### config.mk
export PLATFORM = sky130hd
export DESIGN_NAME = power_mux_scanner
export DESIGN_NICKNAME = d
export VERILOG_FILES = /design/src/rtl/pm_scan_pkg.sv /design/src/rtl/pm_chan_debounce.sv /design/src/rtl/power_mux_scanner.sv
export SDC_FILE = /design/constraint.sdc
export NUM_CORES = 1
export LEC_CHECK = 0
export CAP_MARGIN = 10
export CORE_MARGIN = 2
export CORE_UTILIZATION = 64
export DETAILED_ROUTE_END_ITERATION = 8
export DONT_BUFFER_PORTS = 1
export PLACE_DENSITY = 0.77
export SYNTH_ARGS = -nofsm -noshare
export SYNTH_HDL_FRONTEND = slang
export SYNTH_SLANG_ARGS = --single-unit
### constraint.sdc
create_clock -name clk_50 -period 2.8 [get_ports clk_50]
set_input_delay 0.42 -clock clk_50 [delete_from_list [all_inputs] [get_ports clk_50]]
set_output_delay 0.42 -clock clk_50 [all_outputs]
set_load 0.05 [all_outputs]
### src/rtl/pm_scan_pkg.sv
// pm_scan_pkg
//   Shared constants and FSM state type for the power-rail mux scanner.
//   NUM_CH : number of mux channels (rails) scanned
//   MUX_W  : width of the mux select
package pm_scan_pkg;

  localparam int NUM_CH = 8;
  localparam int MUX_W  = 3;

  typedef enum logic [1:0] {
    IDLE   = 2'd0,
    SETTLE = 2'd1,
    SAMPLE = 2'd2
  } pm_scan_state_t;

endpackage

### src/rtl/pm_chan_debounce.sv
// pm_chan_debounce
//   Per-rail debounce. The status bit follows the synchronized sample only
//   after DEBOUNCE consecutive scan samples that disagree with it. One
//   sample that agrees with the status bit resets the run count.
// Ports
//   clk_50     in  1  system clock
//   reset      in  1  synchronous active-high reset
//   sample_en  in  1  one-cycle strobe; this rail is being sampled
//   d_s        in  1  synchronized rail-good sample
//   status_bit out 1  debounced rail-good (reset value 1)
module pm_chan_debounce #(
  parameter int DEBOUNCE = 4
) (
  input  logic clk_50,
  input  logic reset,
  input  logic sample_en,
  input  logic d_s,
  output logic status_bit
);

  localparam int DCNT_W = $clog2(DEBOUNCE + 1);

  logic [DCNT_W-1:0] dcnt;

  always_ff @(posedge clk_50) begin
    if (reset) begin
      dcnt       <= '0;
      status_bit <= 1'b1;
    end else if (sample_en) begin
      if (d_s == status_bit) begin
        dcnt <= '0;
      end else if (dcnt == DCNT_W'(DEBOUNCE - 1)) begin
        status_bit <= d_s;
        dcnt       <= '0;
      end else begin
        dcnt <= dcnt + DCNT_W'(1);
      end
    end
  end

endmodule

### src/rtl/power_mux_scanner.sv
// power_mux_scanner
//   Steps the analog mux through all rails, holds each channel for a settle
//   time, samples the synchronized rail-good line, debounces it per rail,
//   keeps sticky per-rail faults and drives kill_sw for masked faults.
// Ports
//   clk_50      in  1  system clock, 50 MHz
//   reset       in  1  synchronous active-high reset
//   enable      in  1  level; 1 = scan continuously
//   data_in     in  1  async rail-good bit from the mux output
//   kill_mask   in  8  per-rail: fault on this rail asserts kill_sw
//   fault_clear in  1  one-cycle pulse; clears faults on rails now good
//   mux         out 3  current mux select
//   status      out 8  debounced rail-good vector
//   fault       out 8  sticky per-rail fault
//   kill_sw     out 1  1 = cut power (registered)
//   scan_done   out 1  one-cycle pulse after channel 7 is sampled
//
// state  | meaning
// IDLE   | not scanning; mux, status, fault held
// SETTLE | mux held, counting settle cycles
// SAMPLE | one cycle: debounce channel mux, advance mux
module power_mux_scanner
  import pm_scan_pkg::*;
#(
  parameter int SETTLE_CYCLES = 50,
  parameter int DEBOUNCE      = 4
) (
  input  logic              clk_50,
  input  logic              reset,
  input  logic              enable,
  input  logic              data_in,
  input  logic [NUM_CH-1:0] kill_mask,
  input  logic              fault_clear,
  output logic [MUX_W-1:0]  mux,
  output logic [NUM_CH-1:0] status,
  output logic [NUM_CH-1:0] fault,
  output logic              kill_sw,
  output logic              scan_done
);

  localparam int CNT_W = $clog2(SETTLE_CYCLES);

  pm_scan_state_t    state;
  logic [CNT_W-1:0]  cnt;
  logic              d_m;
  logic              d_s;
  logic [NUM_CH-1:0] sample_en;

  // data_in is asynchronous; reset to "good" so no phantom fault follows reset.
  always_ff @(posedge clk_50) begin
    if (reset) begin
      d_m <= 1'b1;
      d_s <= 1'b1;
    end else begin
      d_m <= data_in;
      d_s <= d_m;
    end
  end

  always_ff @(posedge clk_50) begin
    if (reset) begin
      state     <= IDLE;
      cnt       <= '0;
      mux       <= '0;
      scan_done <= 1'b0;
    end else begin
      scan_done <= 1'b0;
      unique case (state)
        IDLE: begin
          if (enable) begin
            cnt   <= '0;
            state <= SETTLE;
          end
        end
        SETTLE: begin
          if (cnt == CNT_W'(SETTLE_CYCLES - 1)) begin
            state <= SAMPLE;
          end else begin
            cnt <= cnt + CNT_W'(1);
          end
        end
        SAMPLE: begin
          // The sampled channel always completes, so mux advances even
          // when enable has dropped.
          mux       <= mux + MUX_W'(1);
          scan_done <= (mux == MUX_W'(NUM_CH - 1));
          if (enable) begin
            cnt   <= '0;
            state <= SETTLE;
          end else begin
            state <= IDLE;
          end
        end
        default: state <= IDLE;
      endcase
    end
  end

  for (genvar i = 0; i < NUM_CH; i++) begin : g_chan
    assign sample_en[i] = (state == SAMPLE) && (mux == MUX_W'(i));

    pm_chan_debounce #(
      .DEBOUNCE(DEBOUNCE)
    ) u_deb (
      .clk_50    (clk_50),
      .reset     (reset),
      .sample_en (sample_en[i]),
      .d_s       (d_s),
      .status_bit(status[i])
    );
  end

  // A rail that is still bad re-sets its fault, so set wins over clear.
  always_ff @(posedge clk_50) begin
    if (reset) begin
      fault   <= '0;
      kill_sw <= 1'b0;
    end else begin
      fault   <= (fault & ~({NUM_CH{fault_clear}} & status)) | ~status;
      kill_sw <= |(fault & kill_mask);
    end
  end

endmodule
* Yosys cells after proc, flatten, opt, wreduce, memory -nomap -nowiden
Index checks and enable logic that the tools add are counted.
Widths: inputs -> output; s select.
** Cells by class
- Bitwise gates (word level) :: 15
- Add/subtract/negate cells :: 10
- Multiplexer cells :: 23
- Reductions and logical operators :: 24
- Eq/ne operators :: 30
** Operators by type and width (count)
- $mux 3 :: 16
- $eq 3x2->1 const B :: 10
- $add 3x1->3 const B :: 9
- $reduce_and 3->1 :: 9
- $and 8x8->8 :: 3
- $not 8->8 :: 2
- $eq 3x3->1 const B :: 4
- $mux 6 :: 2
- $pmux 6 s2 :: 1
- $not 1->1 :: 9
- $eq 1x1->1 :: 8
- $logic_and 1x1->1 :: 8
- $or 8x8->8 :: 1
- $reduce_or 8->1 :: 1
- $add 6x1->6 const B :: 1
- $eq 6x6->1 const B :: 1
- $ne 2x2->1 const B :: 3
- $pmux 2 s3 :: 1
- $mux 2 :: 2
- $reduce_or 2->1 :: 2
- $eq 3x1->1 const B :: 1
- $logic_not 3->1 :: 1
- $eq 2x1->1 const B :: 1
- $eq 2x2->1 const B :: 1
- other kinds (5) :: 5
** Storage, ports and cells
- Register bits :: 55
- Output and inout bits :: 21
- Logic and storage cells :: 126

* Longest topological paths before layout
- Depth in word-level cells :: 4
- Depth in mapped cells :: 6

* Cells and area by module
A second synthesis with hierarchy kept.
** Second synthesis, totals
- Cells, all modules :: 269
- Area, all modules :: 2543.7 um2
** Modules (own cells, without submodules)
- pm_chan_debounce :: instances 8, cells each 19, area an instance 185.2 um2
- power_mux_scanner :: instances 1, cells each 117, area an instance 1062.3 um2

* Worst setup path before layout
Ideal clock, no wire load.
- Kind :: register to register
- Start :: register mux[0]
- End :: register g_chan[7].u_deb.status_bit
- Path buffers :: 0
- Required time :: 2.683 ns
- Slack :: 0.934 ns
- Arrival :: 1.749 ns
- Stages on the path, launching flop included :: 7
- Cells stage by stage :: dfxtp_1 > ha_1 > ha_1 > nand3b_1 > nor3b_1 > mux2i_1 > nand2b_1
** Between the ends
- Longest elaborated chain between the ends :: 3
** RTL lines
- from (decl) :: line power_mux_scanner.sv:34 : output logic [MUX_W-1:0] mux,
- from (signal assigned) :: line power_mux_scanner.sv:85 : mux <= mux + MUX_W'(1);
- $eq 3x3->1 :: line power_mux_scanner.sv:100 : assign sample_en[i] = (state == SAMPLE) && (mux == MUX_W'(i));
- $logic_and 1x1->1 :: line power_mux_scanner.sv:100
- $reduce_and 3->1 (no source line)
- to (signal assigned) :: line pm_chan_debounce.sv:33 : status_bit <= d_s;
- to (decl) :: line pm_chan_debounce.sv:18 : output logic status_bit
Every way passes these cells.
A chain may end at the register's enable or synchronous reset.

* Worst setup path after layout
- Start :: register mux[1]
- End :: register g_chan[7].u_deb.status_bit
The elaborated chain is that of the path after synthesis.

==> reports/qor.csv <==
stage,metric,value,unit
synthesis,Post-Syn Instances,286,
die,# rows,23,
setup_path,critical path's largest stage delay,700,ps
clock_network,CTS sink cnt,55,
layout,ant diodes,0,
die,die area,4580,um^2
routing,DR iter-0 viols,115,
layout,Reg area,1101,um^2
synthesis,Seq cells post-synth,55,
die,Initial Util,65.82,%
pwr,Comb power frac,2.3,%
pwr,Pwr Total,1269,uW
grt,first-pass GRT wire length,6.948,mm
timing,skew final,7.836,ps
timing,Final Hold Viols,0,
die,Die X,67.68,um
placed_design,Detailed Place HPWL,3.053,mm
placed_design,I/O Buffers,0,
routing,detailed-route vias per instance,5.813,
layout,final std cells w/o fill,326,
setup_path,nature of the critical path endpoint,flop,
pwr,clock share of power,35.0,%
worst_hold_path,worst min-delay path class,input port to flop,
clock_network,"Setup Fix Bufs, Post-CTS",0,
clock_network,post-CTS sizing,0,
timing,final period utilization,71.50,%
synthesis,Post-synth EDFFs,0,
clock_network,CTS HTree Levels,2,
setup_path,CP Cell Sequence,"ha_1, ha_1, nand3b_1, nor3b_1, mux2i_1, nand2b_1",
clock_network,Skew-Pair Late Insertion Delay,310,ps
clock_network,clock root buffer,clkbuf_8,
layout,Layout fillers,320,
synthesis,syn avg cell area,9.073,um^2
layout,fin nets,304,
pwr,P_int,982.8,uW
grt,initial antenna violation count,0,
timing,setup_tns,0,ps
clock_network,clock slew at reported path FFs,100,ps
setup_path,Worst EP required,3010,ps
clock_network,CTS Buf Count,5,
grt,GRT Overall Usage,20.27,%
layout,area of the multi-input gates,1350,um^2
timing,Slew Limit Fails,0,
layout,Final Cell Area,2651,um^2
pwr,switching portion of total power,22.57,%
synthesis,"Async S/R FF share, synth",0,%
clock_network,TritonCTS clock tree,done,
setup_path,Slowest cell on crit path,dfxtp_1,
timing,unrepaired setup endpoints after global routing,no,
routing,drt total wl,4.365,mm
placed_design,placed cell count,318,
clock_network,clock buffer depth,2,
synthesis,"Seq/Total Area, Yosys",42.43,%
synthesis,Post-synth top flop,dfxtp_1,
setup_path,CP top delay family,flip-flops,
job,max_cap viols,0,
timing,minimum clock period after layout,2002,ps
synthesis,post-synthesis instance area,2595,um^2
routing,1st-pass router iterations,4,
clock_network,Hold Buf Count CTS,0,
setup_path,Worst EP arrival,2220,ps
synthesis,post-synth cell types,40,
grt,largest net degree at the start of global routing,58,
die,Die Y,67.68,um
run_status,status,"complete, no violations",
pwr,Psw,286.4,uW
pwr,Flop pwr share,62.7,%
grt,number of global-route vias before repair,1569,
setup_path,Worst Path Max Fanout,6,
setup_path,startpoint types,flop,
pwr,Pwr Density,478.7,nW/um^2
layout,layout cells sized above 1,3.986,%
layout,Area Overhead vs Synth,2.170,%
pwr,Leak,0.0009643,uW
timing,Final setup viols,0,
die,Core Area,3943,um^2
setup_path,CP bufs+invs,0,
routing,Post-route DRC,0,
die,I/O pins,34,
routing,WL/cell,13.39,um
synthesis,syn_nets,315,
placed_design,Post-DP Area,2559,um^2
routing,routed vias,1895,
timing,Worst slew margin,48.35,%
routing,Antenna Nets Post-Route,0,
synthesis,Yosys Warn Count,0,
setup_path,"most used cell, CP",ha_1,
timing,Worst Max-Slew Pin Slew,773.7,ps
grt,grt ovf,0,
placed_design,routability cong.,0.7804,
setup_path,Setup CP Type,flop to flop,
timing,Fmax,499.5,MHz
pwr,VDD IR-drop max,0.3630,mV
[state kept, by name (all words and copies together), names as in the netlist]
register,cells
d_s,1
d_m,1
fault,8
kill_sw,1
state,2
cnt,6
scan_done,1
g_chan.u_deb.status_bit,8
g_chan.u_deb.dcnt,24
mux,3
[path summary, 6_finish.rpt]
| kind | start | to | slack [ps] | depth (start not counted) |
|---|---|---|---|---|
| worst max-delay path | mux[1] | g_chan[7].u_deb.status_bit | 800 | 6 |
| worst min-delay path | reset | cnt[2] | 170 | 1 |
| worst max register to register | mux[1] | g_chan[7].u_deb.status_bit | 800 | 6 |
| worst min register to register | d_m | d_s | 410 | 1 |
[synth_stat cells (all sizes together), types with 2 or more instances]
library cell / instances / area [um^2]
nand4: 2 / 12.51
a211o: 2 / 17.52
inv: 10 / 37.54
or2: 2 / 12.51
a21oi: 23 / 115.1
and4: 2 / 17.52
nor4b: 3 / 26.28
a41oi: 2 / 17.52
nand2: 3 / 11.26
ha: 16 / 200.2
nor3b: 5 / 37.54
nor3: 5 / 25.02
a311o: 3 / 30.03
and3b: 2 / 17.52
o21ai: 5 / 25.02
dfxtp: 55 / 1101
nand2b: 16 / 100.1
nor4: 4 / 25.02
a22oi: 11 / 82.58
mux2i: 6 / 60.06
clkbuf: 7 / 26.28
xnor2: 9 / 78.83
buf: 12 / 80.08
nand4b: 4 / 35.03
nand3b: 3 / 22.52
a21boi: 2 / 15.01
nor2: 48 / 180.2
nor2b: 8 / 50.05
nand4bb: 3 / 33.78
a31oi: 2 / 12.51
nor4bb: 3 / 30.03
[per-layer routing]
| metal | track usage [%] | vias up | routed length (um) |
|---|---|---|---|
| li1 | - | 982 | - |
| met1 | 27.24 | 869 | 2084 |
| met2 | 31.00 | 35 | 1991 |
| met3 | 5.500 | 9 | 212 |
| met4 | 7.653 | 0 | 77 |
| met5 | 0 | - | 0 |
[power groups by stage]
| stage | Sequential [uW] | Combinational (uW) | Clock (uW) |
|---|---|---|---|
| global route | 798 | 32.0 | 484 |
| detailed placement | 814 | 28.6 | 0 |
| finish | 796 | 28.6 | 444 |
| floorplan | 806 | 41.0 | 0 |
| CTS | 796 | 28.7 | 462 |
| global placement | 814 | 27.2 | 0 |
[final cells by class]
class / instances / area share (%)
timing repair buffer: 1 / 0.2832
tap: 50 / 2.360
multi-input combinational: 202 / 50.92
inverter: 10 / 1.416
clock buffer: 5 / 2.596
clock inverter: 3 / 0.8967
sequential: 55 / 41.53
[through the flow]
| step | hold WS [ps] | utilization [%] | setup slack [ps] |
|---|---|---|---|
| 2_1_floorplan | 389.5 | - | 933.7 |
| 3_3_place_gp | 391.8 | 64.90 | 835.7 |
| 3_5_place_dp | 398.0 | 64.90 | 775.0 |
| 4_1_cts | 155.7 | 67.25 | 775.0 |
| 5_1_grt | 152.3 | 67.25 | 629.3 |
| 6_report | 170.9 | 67.25 | 797.9 |
[cells in the final DEF (no fill, tap or decap), drive strengths merged, types with 2 or more instances in the layout]
master   Yosys  routed
and3b        2       2
and4         2       2
nand4bb      3       3
mux2i        6       6
nand4b       4       4
nor4bb       3       3
nor4b        3       3
a31oi        2       2
nand4        2       2
or2          2       2
a211o        2       2
nor2        48      48
nor3         5       5
ha          16      16
nor3b        5       5
a22oi       11      11
a41oi        2       2
nor2b        8       8
nor4         4       4
o21ai        5       5
nand2b      16      16
a21boi       2       2
a21oi       23      23
inv         10      11
xnor2        9       9
nand2        3       3
a311o        3       3
clkbuf       7       5
dfxtp       55      55
nand3b       3       3
[logic make-up after synthesis]
kind of cell / count (synthesis) / share of synthesized area (%)
AND/OR/NAND/NOR: 117 / 25.51
flip-flops: 55 / 42.43
AO/OA/AOI/OAI: 54 / 13.45
buffers and inverters: 29 / 5.545
adder cells (fa/ha/maj): 16 / 7.714
XOR/XNOR: 9 / 3.038
multiplexers: 6 / 2.314
Note: power is estimated with default switching activity, not from simulation.
